[src/rtl/mop_instr_buffer.sv]
// Micro-op instruction buffer: collects a sequence of instruction words from
// the micro-op loader, then issues them in order over a valid/ready handshake,
// optionally replaying the whole sequence once before signalling completion.
module mop_instr_buffer #(
    parameter int unsigned DATA_WIDTH = 32,
    parameter int unsigned DEPTH      = 8,
    parameter int unsigned RED_LEN    = 4
) (
    input  logic                    clk_i,
    input  logic                    rst_ni,
    input  logic                    load_i,
    input  logic [DATA_WIDTH-1:0]   instr_i,
    input  logic [1:0]              change_i,
    input  logic                    flush_i,
    output logic [DATA_WIDTH-1:0]   instr_o,
    output logic                    instr_valid_o,
    input  logic                    instr_ready_i,
    output logic                    busy_o,
    output logic                    done_o,
    output logic                    overflow_o,
    output logic [$clog2(DEPTH):0]  count_o
);

    localparam int unsigned PTR_W  = $clog2(DEPTH) + 1;
    localparam int unsigned ADDR_W = (DEPTH > 1) ? $clog2(DEPTH) : 1;
    localparam logic [PTR_W-1:0] LEN_NORM = PTR_W'(DEPTH);
    localparam logic [PTR_W-1:0] LEN_RED  = PTR_W'(RED_LEN);
    localparam logic [PTR_W-1:0] PTR_ONE  = PTR_W'(1);

    typedef enum logic [1:0] {
        IDLE,
        FILL,
        ISSUE,
        DONE
    } state_e;

    state_e            state_q, state_d;
    logic [PTR_W-1:0]  wr_ptr_q, wr_ptr_d;
    logic [PTR_W-1:0]  rd_ptr_q, rd_ptr_d;
    logic              pass_q, pass_d;
    logic [1:0]        mode_q, mode_d;
    logic              filled_q, filled_d;
    logic              overflow_q, overflow_d;

    logic [DATA_WIDTH-1:0] mem [DEPTH];
    logic                  mem_we;
    logic [ADDR_W-1:0]     mem_waddr;

    logic [PTR_W-1:0]  len;
    logic              hs;

    assign len = mode_q[1] ? LEN_RED : LEN_NORM;
    assign hs  = (state_q == ISSUE) && instr_ready_i;

    // State and control registers, cleared asynchronously
    always_ff @(posedge clk_i or negedge rst_ni) begin
        if (!rst_ni) begin
            state_q    <= IDLE;
            wr_ptr_q   <= '0;
            rd_ptr_q   <= '0;
            pass_q     <= 1'b0;
            mode_q     <= '0;
            filled_q   <= 1'b0;
            overflow_q <= 1'b0;
        end else begin
            state_q    <= state_d;
            wr_ptr_q   <= wr_ptr_d;
            rd_ptr_q   <= rd_ptr_d;
            pass_q     <= pass_d;
            mode_q     <= mode_d;
            filled_q   <= filled_d;
            overflow_q <= overflow_d;
        end
    end

    // Buffer storage; contents are don't-care until written, so no reset
    always_ff @(posedge clk_i) begin
        if (mem_we) begin
            mem[mem_waddr] <= instr_i;
        end
    end

    // Next-state, pointer and write-enable logic; flush overrides everything
    always_comb begin
        state_d    = state_q;
        wr_ptr_d   = wr_ptr_q;
        rd_ptr_d   = rd_ptr_q;
        pass_d     = pass_q;
        mode_d     = mode_q;
        filled_d   = filled_q;
        overflow_d = overflow_q;
        mem_we     = 1'b0;
        mem_waddr  = '0;

        if (flush_i) begin
            state_d    = IDLE;
            wr_ptr_d   = '0;
            rd_ptr_d   = '0;
            pass_d     = 1'b0;
            filled_d   = 1'b0;
            overflow_d = 1'b0;
        end else begin
            unique case (state_q)
                IDLE: begin
                    if (load_i) begin
                        mem_we    = 1'b1;
                        mem_waddr = '0;
                        mode_d    = change_i;
                        wr_ptr_d  = PTR_ONE;
                        filled_d  = 1'b0;
                        state_d   = FILL;
                    end
                end
                FILL: begin
                    // filled_q delays the ISSUE entry by one cycle after
                    // wr_ptr reaches len, giving the two-cycle first-word latency
                    if (filled_q) begin
                        state_d = ISSUE;
                    end else if (wr_ptr_q == len) begin
                        filled_d = 1'b1;
                    end
                    if (load_i) begin
                        if (wr_ptr_q < len) begin
                            mem_we    = 1'b1;
                            mem_waddr = wr_ptr_q[ADDR_W-1:0];
                            wr_ptr_d  = wr_ptr_q + PTR_ONE;
                        end else begin
                            overflow_d = 1'b1;
                        end
                    end
                end
                ISSUE: begin
                    if (load_i) begin
                        overflow_d = 1'b1;
                    end
                    if (hs) begin
                        if (rd_ptr_q == (len - PTR_ONE)) begin
                            if (mode_q[0] && !pass_q) begin
                                rd_ptr_d = '0;
                                pass_d   = 1'b1;
                            end else begin
                                state_d = DONE;
                            end
                        end else begin
                            rd_ptr_d = rd_ptr_q + PTR_ONE;
                        end
                    end
                end
                DONE: begin
                    if (load_i) begin
                        overflow_d = 1'b1;
                    end
                    state_d  = IDLE;
                    wr_ptr_d = '0;
                    rd_ptr_d = '0;
                    pass_d   = 1'b0;
                    filled_d = 1'b0;
                end
                default: begin
                    state_d = IDLE;
                end
            endcase
        end
    end

    // Outputs decoded from the registered state
    always_comb begin
        instr_valid_o = (state_q == ISSUE);
        instr_o       = (state_q == ISSUE) ? mem[rd_ptr_q[ADDR_W-1:0]] : '0;
        busy_o        = (state_q != IDLE);
        done_o        = (state_q == DONE);
        overflow_o    = overflow_q;
        count_o       = ((state_q == FILL) || (state_q == ISSUE)) ? wr_ptr_q : '0;
    end

endmodule

[config.mk]
export PLATFORM = sky130hd
export DESIGN_NAME = mop_instr_buffer
export DESIGN_NICKNAME = d
export VERILOG_FILES = /design/src/rtl/mop_instr_buffer.sv
export SDC_FILE = /design/constraint.sdc
export NUM_CORES = 1
export LEC_CHECK = 0
export BUFFER_PORTS_ARGS = -buffer_cell sky130_fd_sc_hd__clkbuf_2
export CELL_PAD_IN_SITES_DETAIL_PLACEMENT = 0
export CELL_PAD_IN_SITES_GLOBAL_PLACEMENT = 1
export CORE_ASPECT_RATIO = 1.25
export CORE_UTILIZATION = 56
export CTS_CLUSTER_DIAMETER = 30
export DETAILED_ROUTE_END_ITERATION = 8
export PLACE_DENSITY = 0.95
export SLEW_MARGIN = 20
export SYNTH_ARGS = -nofsm -noshare
export SYNTH_HDL_FRONTEND = slang
export SYNTH_SLANG_ARGS = --single-unit
[constraint.sdc]
create_clock -name clk_i -period 7.57 [get_ports clk_i]
set_input_delay 1.1355 -clock clk_i [delete_from_list [all_inputs] [get_ports clk_i]]
set_output_delay 1.1355 -clock clk_i [all_outputs]
set_load 0.1 [all_outputs]
; ---- Yosys cells after proc, flatten, opt, wreduce, memory -nomap -nowiden
; Memory sizes are Yosys's and may differ from the RTL's.
; Cells that the tools add are included.
[classes]
n_addsub = 3
bitwise = 1
magnitude_cmp = 1
eq_ne = 16
reduce_logical = 17
n_mux = 46
[ops]
columns = cell, n
row1 = $mux 4, 10
row2 = $mux 32, 1
row3 = $mux 1, 18
row4 = $ne 3x3->1 const B, 6
row5 = $mux 2, 6
row6 = $mux 3, 4
row7 = $pmux 4 s3, 1
row8 = $reduce_and 4->1, 3
row9 = $ne 3x2->1 const B, 3
row10 = $add 4x1->4 const B, 2
row11 = $eq 4x4->1, 2
row12 = $pmux 2 s4, 1
row13 = $pmux 4 s2, 1
row14 = $pmux 1 s2, 3
row15 = $reduce_and 3->1, 2
row16 = $reduce_bool 3->1, 2
row17 = $reduce_and 5->1, 1
row18 = $eq 2x2->1 const B, 2
row19 = $lt 4x4->1, 1
row20 = $ne 4x3->1 const B, 1
row21 = $reduce_bool 4->1, 1
row22 = $sub 4x1->4 const B, 1
row23 = $ne 3x1->1 const B, 1
row24 = $pmux 1 s3, 1
row25 = other kinds (9), 10
[totals]
elab_cells = 92
regBits = 15
input_bits = 39
memories = 1
output_inout_bits = 40
ramBits = 256
[memory_table]
columns = memory, words, width, read_ports, rd_ports_with_merged_regs, wr, line_no
row1 = mem, 8, 32, 1, 0, 1, 45  ; logic [DATA_WIDTH-1:0] mem [DEPTH];

; ---- Logic depth before layout (Yosys ltp)
[logic_depth]
word_depth = 8
mapped_depth = 7
depth_no_buf = 6

; ---- Worst setup path before layout
; No wires, ideal clock.
[synth_timing]
path_kind = in2reg
from = in load_i
to = mem mem[3][0], enable pin
stages = 4
path_buffers = 1
arrival_time_ps = 3975
required_ps = 7109
setup_time_ps = 461
setup_slack_ps = 3134
path_cell_list = nor3b_1 > clkbuf_1 > nand3_1 > nor3_1
[synth_via]
elab_chain_cells = 5
word_cells_on_any_way = 9
classes_between = 9 x mux
[synth_lines]
columns = item, line_no
row1 = "start, declared", 11  ; input logic load_i,
row2 = "$mux 1, on equally long branches", "122, 105"
row3 = $pmux 1 s2, 103  ; unique case (state_q)
row4 = $mux 1, 95  ; if (flush_i) begin
row5 = $mux 1, 78  ; if (mem_we) begin
row6 = $mux 1 (implied by the code), 79  ; mem[mem_waddr] <= instr_i;
row7 = "end, declared", 45
; Several ways; a longest one is shown, not always the timed one.

; ---- Final worst setup path
[layout_timing]
from = reg rd_ptr_q[0]
to = out instr_o[7]
[layout_via]
elab_chain_cells = 2
[layout_lines]
columns = item, line_no
row1 = "start, declared", 39  ; logic [PTR_W-1:0] rd_ptr_q, rd_ptr_d;
row2 = "start signal, assigned", 68  ; rd_ptr_q <= rd_ptr_d;
row3 = $mem_v2 8x32, --
row4 = $mux 32, 169  ; instr_o = (state_q == ISSUE) ? mem[rd_ptr_q[ADDR_W-1:0]] : '0;
row5 = "end, declared", 15  ; output logic [DATA_WIDTH-1:0] instr_o,
; No other way between the ends.

==> Flow_metrics.wiki <==
{| class="wikitable"
! Metric !! Value
|-
| Number of global-route vias before repair || 5855
|-
| Router iterations before antenna repair || 5
|-
| Count of synthesis-stage warnings from yosys || 0
|-
| Max-slew violations || 0
|-
| Number of distinct library cells after synthesis || 45
|-
| Netlist area before placement || 0.0108 sq mm
|-
| Clock transition at the registers of the reported paths || 0.06 ns
|-
| Setup-violating endpoint count in the final report || 0
|-
| Critical-path cell with the highest stage delay || sky130_fd_sc_hd__dfrtp_4
|-
| Library cell occupying the most area in the post-synthesis netlist || sky130_fd_sc_hd__edfxtp_1
|-
| Maximum number of pins on one net before global-route repair || 68
|-
| Placeable Area || 0.0188 sq mm
|-
| Worst-skew pair later-pin latency || 0.53 ns
|-
| Final core utilization || 67.5%
|-
| Vertical extent of the die || 157 microns
|-
| Total of hold buffers inserted after clock tree synthesis || 0
|-
| Total die area || 0.0198 sq mm
|-
| Post-Synthesis Cells || 517
|-
| Post-layout power || 4.55 mW
|-
| CP max stage delay || 0.84 ns
|-
| Average wire per standard cell || 24.8 microns
|-
| Clock Tree Root || sky130_fd_sc_hd__clkbuf_16
|-
| Crit path cell chain || buf_4, mux4_2, mux2i_1, nor2_1, clkbuf_2
|-
| Floorplan row count || 56
|-
| Routability congestion estimate from global placement || 0.815
|-
| Number of nets in the final layout || 674
|-
| Post-cts repair resize count || 0
|-
| Relative area change from synthesis to final layout || 17.8%
|-
| Worst endpoint required time || 6.43 ns
|-
| Syn avg cell area || 20.9 sq um
|-
| Clock buffer depth || 3
|-
| Flop and latch count out of synthesis || 271
|-
| Overall global routing resource usage || 23.5%
|-
| Hold Crit Class || flop to flop
|-
| Crit path kind || flop to output port
|-
| Maximum achievable frequency || 0.223 GHz
|-
| Wire length of the first global-routing pass || 33.8 mm
|-
| Post-Route Hold Slack || 0.511 ns
|-
| Total power per unit cell area || 358 mW/mm^2
|-
| Die width || 126 microns
|-
| Area share of the leading cell type in the synthesized netlist || 71.2%
|-
| Category of the worst setup path capture point || output port
|-
| Portion of the post-synthesis area used by sequential elements || 74.7%
|-
| Final hold viol count || 0
|-
| Area contributors post-synth || sky130_fd_sc_hd__edfxtp_1 71%, sky130_fd_sc_hd__mux4_2 13%, sky130_fd_sc_hd__dfrtp_1 3.5%
|-
| Critical path peak fanout || 35
|-
| Relative slew slack || 27.9%
|-
| Critical path data arrival time || 3.35 ns
|-
| Port-buffer cells || 78
|-
| Fraction of final layout cells sized beyond drive strength 1 || 36.2%
|-
| Half-perimeter wire length of the detailed placement result || 12.2 mm
|-
| Number of sinks handled by clock tree synthesis || 271
|-
| Non-filler cells in the finished layout || 885
|-
| Total negative slack for setup checks || 0 ns
|-
| Type of element launching the critical path || flop
|-
| RSZ-0062 raised after global routing || false
|-
| Outcome || finished clean
|-
| DR iter-0 viols || 627
|-
| Maximum capacitance violations || 0
|-
| DR vias || 5455
|-
| H-tree lvl count || 2
|-
| Initial core utilization || 57.3%
|-
| TritonCTS clock tree || done
|-
| Least-Margin Pin Slew || 1.08 ns
|-
| Syn_nets || 566
|-
| Lkg Pwr || 4.22 nW
|-
| Antenna viol nets, final || 0
|-
| Hold Path Stages || 1
|-
| Via density per instance || 6.16
|-
| Number of fillers in the final layout || 1133
|-
| Period utilization || 59.3%
|-
| Remaining DRCs || 0
|-
| Largest voltage drop on the vdd net || 0.269 mV
|-
| Worst-case clock skew || 0.0274 ns
|-
| Ports || 79
|-
| Final min period || 4.49 ns
|-
| Reg2reg path depth || 7
|-
| # Post-CTS Setup Buffers || 0
|-
| GRT overflow || 0
|-
| Num CTS Buffers || 37
|-
| Cell total after placement || 818
|-
| Number of antenna violations at the first check in global routing || 1
|-
| Total Wirelength || 22.0 mm
|}
[synthesized netlist by cell type (all sizes together)]
library cell and count:
nand2b 2, xnor2 1, a21oi 2, nor2b 4, and2b 1, a221o 1
a32o 1, a41oi 3, nand3 5, o22a 1, a311o 1, mux2 4
mux2i 34, a22o 1, xor2 1, a211oi 2, dfrtp 15, or3b 1
o41a 1, nor3b 3, nor2 41, o211ai 1, o21a 2, and3b 1
a311oi 1, mux4 64, nor3 3, and4 2, buf 16, and2 4
nand2 8, edfxtp 256, a211o 1, ha 10, o21ai 6, inv 9
clkbuf 6, o22ai 2
[placed cells by master, fill, tap and decap left out, types with 5 or more instances in the layout]
cell and instances:
sky130_fd_sc_hd__dfrtp_1 12, sky130_fd_sc_hd__inv_1 6, sky130_fd_sc_hd__nand2_1 8, sky130_fd_sc_hd__mux2i_1 33
sky130_fd_sc_hd__clkbuf_16 37, sky130_fd_sc_hd__buf_4 13, sky130_fd_sc_hd__nor2_1 37, sky130_fd_sc_hd__mux4_2 64
sky130_fd_sc_hd__inv_6 5, sky130_fd_sc_hd__edfxtp_1 256, sky130_fd_sc_hd__clkbuf_2 78, sky130_fd_sc_hd__ha_1 10
[per-stage QoR]
stage          worst slack (ns)  cell area (sq um)
5_1_grt                    2.83              12700
3_3_place_gp               3.62              11500
3_5_place_dp               3.59              11500
6_report                   3.08              12700
4_1_cts                    2.99              12700
2_1_floorplan              3.13              10800
[where the power goes]
group	internal (mW)	switching [mW]
registers	1.71	0.0662
clock network	0.987	0.660
logic	0.381	0.747
total	3.08	1.47
[final cells by class]
cell class,instances,area (sq um),area share (%)
Clock buffer,40,937,7.37
Clock inverter,26,263,2.07
Tap cell,232,290,2.28
Timing Repair Buffer,91,488,3.84
Antenna cell,1,2.50,0.0197
Inverter,9,33.8,0.266
Sequential cell,271,8070,63.5
Multi-Input combinational cell,215,2630,20.7
[final timing paths]
check                                 start          end  slack [ns]
worst max-delay path            rd_ptr_q[0]   instr_o[7]        3.08
worst min-delay path             overflow_o   overflow_o        0.51
worst max register to register   state_q[1]    mem[4][6]        4.32
worst min register to register   overflow_o   overflow_o        0.51
max in group asynchronous            rst_ni  rd_ptr_q[1]        6.69
min in group asynchronous            rst_ni  rd_ptr_q[0]        0.54
[state kept, by name, summed over array words and instances (netlist names)]
register	count
mem	256
pass_q	1
mode_q	2
wr_ptr_q	4
state_q	2
filled_q	1
overflow_o	1
rd_ptr_q	4
[worst max-delay path, delay by kind of cell (launching register included)]
family	cells	cell delay, ns
muxes	2	0.81
and+or+nand+nor	1	0.09
DFF	1	0.84
buffers and inverters	2	1.05
[metal layers]
layer,track usage (%),up-vias,wire length (microns),share of wire (%)
met2,38.9,235,11100,51
met4,11.6,0,712,3.2
met5,0,-,0,0
li1,-,2344,-,-
met3,4.86,56,1490,6.8
met1,29.8,2820,8630,39
[cell families (layout without fill, tap and decap cells)]
| family | after synthesis | count (layout) | share of synthesized area [%] |
|---|---|---|---|
| multiplexers | 102 | 102 | 17.0 |
| other | 0 | 1 | 0 |
| adder cells (fa/ha/maj) | 10 | 10 | 1.16 |
| XOR/XNOR | 2 | 2 | 0.336 |
| buffers and inverters | 31 | 166 | 1.44 |
| AO/OA/AOI/OAI | 26 | 26 | 2.04 |
| flip-flops | 271 | 271 | 74.7 |
| AND/OR/NAND/NOR | 75 | 75 | 3.38 |
(Power assumes the default switching activity.)
